File: config.mk
export PLATFORM = sky130hd
export DESIGN_NAME = arbitro_mux
export DESIGN_NICKNAME = d
export VERILOG_FILES = /design/src/rtl/arbitro_mux_pkg.sv /design/src/rtl/arbitro_mux_seletor_rr.sv /design/src/rtl/arbitro_mux.sv
export SDC_FILE = /design/constraint.sdc
export NUM_CORES = 1
export LEC_CHECK = 0
export BUFFER_PORTS_ARGS = -buffer_cell sky130_fd_sc_hd__buf_2
export CORE_AREA = 2 2 39 41
export CTS_CLUSTER_DIAMETER = 120
export DETAILED_ROUTE_END_ITERATION = 10
export DIE_AREA = 0 0 41 43
export PLACE_DENSITY = 0.68
export RECOVER_POWER = 100
export SLEW_MARGIN = 20
export SYNTH_ARGS = -nofsm -noshare
export SYNTH_HDL_FRONTEND = slang
export SYNTH_HIERARCHICAL = 1
export SYNTH_SLANG_ARGS = --single-unit
File: constraint.sdc
create_clock -name clk -period 1.85 [get_ports clk]
set_clock_uncertainty 0.2 [all_clocks]
set_input_delay 0.555 -clock clk [delete_from_list [all_inputs] [get_ports clk]]
set_output_delay 0.555 -clock clk [all_outputs]
set_load 0.02 [all_outputs]
File: src/rtl/arbitro_mux_pkg.sv
// Shared types and helpers for the round-robin output-channel arbiter.
// Holds the FSM state encoding and the modulo-N index increment.
package pkg_arbitro;

  typedef enum logic {
    IDLE  = 1'b0,
    GRANT = 1'b1
  } state_t;

  // Wraps explicitly at n-1 so non-power-of-two requester counts stay in range
  function automatic int next_idx(input int idx, input int n);
    if (idx >= n - 1) begin
      return 0;
    end
    return idx + 1;
  endfunction

endpackage

File: src/rtl/arbitro_mux_seletor_rr.sv
// Rotated priority search: returns the first valid requester at or after ptr,
// wrapping around to index 0 when none is found above ptr.
module seletor_rr
  import pkg_arbitro::*;
#(
  parameter int N = 2,
  localparam int SW = (N > 1) ? $clog2(N) : 1
) (
  input  logic [N-1:0]  req_valid,
  input  logic [SW-1:0] ptr,
  output logic          found,
  output logic [SW-1:0] idx
);

  logic [N-1:0] mask;
  logic [N-1:0] upper;

  // Lowest set bit overall is the wrap-around fallback; a hit at or above ptr wins
  always_comb begin
    mask = '0;
    for (int i = 0; i < N; i++) begin
      mask[i] = (i >= int'(ptr));
    end
    upper = req_valid & mask;
    found = |req_valid;
    idx   = '0;
    for (int i = N - 1; i >= 0; i--) begin
      if (req_valid[i]) begin
        idx = SW'(i);
      end
    end
    for (int i = N - 1; i >= 0; i--) begin
      if (upper[i]) begin
        idx = SW'(i);
      end
    end
  end

endmodule

File: src/rtl/arbitro_mux.sv
// Round-robin arbiter sharing one W-bit valid/ready channel among N requesters;
// a grant is held until the owner transfers a beat marked last.
module arbitro_mux
  import pkg_arbitro::*;
#(
  parameter int N = 2,
  parameter int W = 8,
  localparam int SW = (N > 1) ? $clog2(N) : 1
) (
  input  logic            clk,
  input  logic            rst,
  input  logic [N-1:0]    req_valid,
  input  logic [N*W-1:0]  req_data,
  input  logic [N-1:0]    req_last,
  output logic [N-1:0]    req_ready,
  output logic            out_valid,
  output logic [W-1:0]    out_data,
  output logic            out_last,
  input  logic            out_ready,
  output logic [SW-1:0]   sel,
  output logic            busy
);

  state_t        state;
  logic [SW-1:0] ptr;
  logic          found;
  logic [SW-1:0] pick;
  logic          xfer;

  seletor_rr #(.N(N)) u_seletor (
    .req_valid (req_valid),
    .ptr       (ptr),
    .found     (found),
    .idx       (pick)
  );

  assign busy = (state == GRANT);
  assign xfer = busy & out_valid & out_ready;

  // Data path follows sel even in IDLE; only the handshake bits are gated by the grant
  always_comb begin
    out_valid = 1'b0;
    out_last  = 1'b0;
    out_data  = req_data[W-1:0];
    req_ready = '0;
    for (int i = 0; i < N; i++) begin
      if (sel == SW'(i)) begin
        out_data = req_data[i*W +: W];
        if (state == GRANT) begin
          out_valid    = req_valid[i];
          out_last     = req_last[i];
          req_ready[i] = out_ready;
        end
      end
    end
  end

  always_ff @(posedge clk) begin
    if (rst) begin
      state <= IDLE;
      sel   <= '0;
      ptr   <= '0;
    end else begin
      case (state)
        IDLE: begin
          if (found) begin
            sel   <= pick;
            state <= GRANT;
          end
        end
        GRANT: begin
          // The requester just served drops to lowest priority for the next search
          if (xfer && out_last) begin
            state <= IDLE;
            ptr   <= SW'(next_idx(int'(sel), N));
          end
        end
        default: state <= IDLE;
      endcase
    end
  end

endmodule

==> results of run 1 <==
==> sequential cells by signal (all words and copies together) (netlist names) <==
| signal | flops |
|---|---|
| sel | 1 |
| busy | 1 |
| ptr | 1 |
==> cell usage in the layout (no fill, tap or decap), types with 2 or more instances in the layout <==
master	synthesis	layout
buf_2	1	25
buf_6	1	10
mux2_2	3	4
mux2_4	0	4
nor2b_1	4	4
nor2_1	4	3
clkbuf_4	0	3
buf_4	0	3
mux2i_4	0	2
dfxtp_1	3	2
==> area by class of cell <==
type	count	area [sq um]	share of cell area (%)
clock buffer	4	26.3	3.91
inverter	1	3.75	0.559
multi-input combinational	26	263	39.1
sequential	3	63.8	9.50
tap	16	20.0	2.98
timing repair buffer	40	295	43.9
==> cells by family after synthesis <==
family	after synthesis	share of synthesized area, %
buffers and inverters	3	6.78
multiplexers	12	44.5
AND/OR/NAND/NOR	13	25.8
flip-flops	3	20.3
AO/OA/AOI/OAI	1	2.54
==> layer usage <==
metal / up-vias / global-route usage (%) / wire length [um]
li1: 194 / - / -
met1: 181 / 12.3 / 340
met2: 12 / 14.4 / 590
met3: 0 / 4.71 / 59
met4: 0 / 4.00 / 0
met5: - / 0 / 0
==> power groups by stage <==
stage               logic [uW]  clock network, uW  registers [uW]
CTS                        109                119            74.8
detailed placement         105                  0            77.2
global placement           103                  0            77.1
global route               164                124            72.8
floorplan                 61.7                  0            75.8
finish                     155                114            72.1
==> what timing repair did <==
action / 4_1_cts / 5_1_grt
gates resized for setup: 3 / 32
buffers inserted: 1 / 2
setup endpoints to repair: 11 / 12
==> metrics by stage <==
stage | power [uW] | worst slack [ns] | hold WS, ns | cells
after global placement | 180 | -0.0123 | 0.350 | 83
after floorplan | 137 | 0.00368 | 0.343 | 32
after global routing | 361 | -0.119 | 0.341 | 90
after CTS | 302 | -0.0886 | 0.326 | 88
after detailed placement | 182 | -0.0452 | 0.346 | 83
final | 341 | -0.0895 | 0.333 | 90
==> worst paths after layout <==
kind         start     endpoint  slack (ns)  depth (start not counted)
max            sel  out_data[3]       -0.09                          3
min            rst          sel        0.33                          2
max reg2reg    sel          ptr        0.05                          5
min reg2reg   busy         busy        0.35                          2
==> run metrics, run 1 <==
outcome complete, but fails checks; failing checks negative setup slack; post-route setup TNS -0.703 ns; Max Clock Freq between 0.5 and 0.6 GHz; Die ar. 0.00176 sq mm; vias per cell 4.30; post-synthesis sequential area ratio just over 20%; Port Buffers 36; global-route wire length before repair approximately 1200 um; Synth top area share 22.9%; global placement routability congestion 0.593; CP required about 1.1 ns; final net count 98; largest net degree at the start of global routing 13; LEAKAGE about 0.00033 uW; Worst setup SP type flip-flop; Yosys reg bits 3; CP max-delay cell dfxtp_4; dpl cell area approximately 490 sq um; n_diodes 0; chip height 43 um; CTS H-tree depth 1; Area Growth Syn to Fin 128%; Root Buffer clkbuf_4; Yosys cell types 15; GR Util All Layers under 10%; Slew Limit Fails 0; Starting Density a little over a fifth; vias in the first global route between 300 and 400; Sequential Power Share 21.2%; post-route cell area roughly 670 sq um; Slew HR about four fifths; fillers 138; Final WS setup -0.0895 ns; Crit path largest cell delay between 0.3 and 0.4 ns; Max Cap Viol 0; IO Count 37; Tmin final 1.94 ns; async set-reset flop share out of synthesis 0%; Worst Tran Pin Value 0.313 ns; internal power 236 uW; post-synthesis cell count 32; most common cell in the synthesized netlist mux2_1; DR iter-0 viols 1; switch share between 30% and 40%; Yosys top cell by area mux2_1; PD cells slightly above 500 mW/mm^2; peak supply drop between 200 and 250 uV; CP max FO 5; crit-path cells buf_12 -> mux2_2 -> buf_6; crit share post-route 105%; Fin. Hold Viols 0; CP arrival roughly 1.2 ns; crit-path leading delay family flip-flops; share of layout cells above drive strength 1 75.7%; crit end category output port; final setup fails 10; CP Buf/Inv Count 2; hold_buf cts 0; Synth Area per Inst a little over 9 sq um; Post-Route Utilization roughly half; Clock Latency Late Sink ~0.23 ns; TritonCTS clock tree built; Routed Antenna Nets 0; DR DRC count 0; total vias in the final route roughly 390; grt total ovfl 0; die width ~40 um; first-pass iteration count of the detailed router 4; Cell Rows 14; Core Area 0.00138 sq mm; Hold WC Path Type in -> reg; synth cell count leaders 6 x mux2_1, 4 x nor2_1, 4 x nor2b_1; CP Class reg -> out; number of synthesized flops with an enable pin 0; clock sinks 3; post-synthesis cell area just under 300 sq um; WL/cell 11.0 um; drt total wl around 1000 um; Switching Power between 100 and 150 uW; initial antenna violation count 0; Max Root-Sink Buffers 2; DPL Wire Length about 680 um; Mapped Nets 55; total CTS buffers 3; RSZ-0062 raised after global routing yes; clk slew on worst S/H paths approximately 0.03 ns; combinational share of power between 40% and 50%; YS warnings 6; Primary FF master, synth dfxtp_1; Clock power frac 33.3%; largest cells by area after synthesis mux2_1 23%, dfxtp_1 20%, mux2_2 11%, mux2i_1 10%, nor2b_1 8.5%
Power figures use the tool's default switching activity.
==> run 2, diff against run 1 <==
CTS_BUF_LIST = sky130_fd_sc_hd__clkbuf_2 sky130_fd_sc_hd__clkbuf_4 sky130_fd_sc_hd__clkbuf_8   (was unset)
==> run 2 against run 1 <==
Net effect: non-clock buffer count stayed put; cell count did not move; sequential power hardly changed; register-to-register slack hardly changed; wire length is 1.4% higher; final area grew 0.56%; global-route usage rose by 0.20 points; worst setup slack better by 0.00075 ns; hold slack hardly changed; the flow still finishes with violations (negative setup slack).
==> run metrics, run 2 (synthesis gave the netlist of run 1 again) <==
outcome complete, but fails checks; failing checks negative setup slack; CP required around 1.1 ns; global placement routability congestion slightly below 0.6; Port Buffers 36; Slew HR about four fifths; Routed Antenna Nets 0; TritonCTS clock tree built; CP arrival between 1 and 1.5 ns; WL/cell roughly 11 um; RSZ-0062 raised after global routing yes; commonest cells after routing, fill and taps aside 25 x buf_2, 10 x buf_6; drt total wl around 1000 um; Hold WC Path Type in -> reg; hold_sp rst; initial antenna violation count 0; Final WS setup -0.0887 ns; Worst Tran Pin Value around 0.32 ns; Die ar. between 0.0015 and 0.002 sq mm; Cell Rows 14; final setup fails 10; n_diodes 0; Sequential Power Share about a fifth; GR Util All Layers around a tenth; peak supply drop between 200 and 250 uV; LEAKAGE 0.000334 uW; final net count just under 100; Clock Latency Late Sink around 0.23 ns; Clock power frac between 30% and 40%; DPL Wire Length about 680 um; Tmin final between 1.5 and 2 ns; Slew Limit Fails 0; crit end category output port; total vias in the final route 375; Max Cap Viol 0; grt total ovfl 0; post-route setup TNS -0.698 ns; CP max-delay cell dfxtp_4; commonest non-fill, non-tap cell in the layout buf_2; DR DRC count 0; clk slew on worst S/H paths approximately 0.030 ns; hold_buf cts 0; Max Root-Sink Buffers 2; CP max FO 5; clock sinks 3; DR iter-0 viols 2; vias per cell 4.17; Max Clock Freq about 0.52 GHz; vias in the first global route a little over 300; CP Class reg -> out; CP Buf/Inv Count 2; Crit path largest cell delay ~0.36 ns; Place WS -0.0452 ns; die width roughly 41 um; crit-path cells buf_12 -> mux2_2 -> buf_6; first-pass iteration count of the detailed router 3; chip height 43 um; crit-path leading delay family flip-flops; Core Area around 0.0014 sq mm; global-route wire length before repair 1210 um; Switching Power roughly 100 uW; PD cells between 500 and 600 mW/mm^2; Fin. Hold Viols 0; largest net degree at the start of global routing 13; CTS H-tree depth 1; crit share post-route 105%; combinational share of power a little over two fifths; switch share between 20% and 30%; Root Buffer clkbuf_4; fillers about 140; total CTS buffers 3; CP Launch Point sel; Worst setup SP type flip-flop; Starting Density between 20% and 30%; Post-Route Utilization 48.8%; Area Growth Syn to Fin 129%; internal power 251 uW; Worst R2R Start sel; share of layout cells above drive strength 1 77.0%; IO Count 37
-- run 2: cell types whose count changed in the layout (fill, tap and decap cells not counted) --
cell,before,now
clkbuf_4,3,4
clkbuf_1,1,0
-- run 2: timing repair --
action	4_1_cts	5_1_grt
pin swaps	0	0
endpoints found under the setup margin	11	12
resized for setup	3	32
setup buffers	1	2
-- run 2: per-layer routing --
layer	part of all wire (%)	global-route usage (%)	up-vias	wire (um)
li1	-	-	194	-
met1	37	12.3	173	368
met2	59	15.0	8	591
met3	4.3	4.71	0	43
met4	0	4.00	0	0
met5	0	0	-	0
-- run 2: final cells by class --
| class | instances | area (sq um) | area share [%] |
|---|---|---|---|
| clock buffers | 4 | 30.0 | 4.44 |
| inverters | 1 | 3.75 | 0.556 |
| multi-input cells | 26 | 263 | 38.9 |
| flip-flops and latches | 3 | 63.8 | 9.44 |
| well taps | 16 | 20.0 | 2.96 |
| repair buffers | 40 | 295 | 43.7 |
-- run 2: power groups by stage --
stage	Clock [uW]	Combinational [uW]	Sequential (uW)
after floorplan	0	61.7	75.8
after global placement	0	103	77.1
after detailed placement	0	105	77.2
after CTS	133	109	74.8
after global routing	138	165	72.8
final	128	155	72.0
-- run 2: worst paths after layout --
check	endpoint	slack [ns]	cells after the start
hold / removal	sel	0.33	2
setup / recovery	out_data[3]	-0.09	3
hold reg to reg	busy	0.34	2
setup reg to reg	ptr	0.04	5
-- run 2: per-stage QoR --
step | hold WS, ns | total power (uW) | std cells | cell area [sq um]
floorplan | 0.343 | 137 | 32 | 297
global placement | 0.350 | 180 | 83 | 488
detailed placement | 0.346 | 182 | 83 | 488
CTS | 0.326 | 317 | 88 | 534
global route | 0.341 | 376 | 90 | 676
finish | 0.333 | 355 | 90 | 676
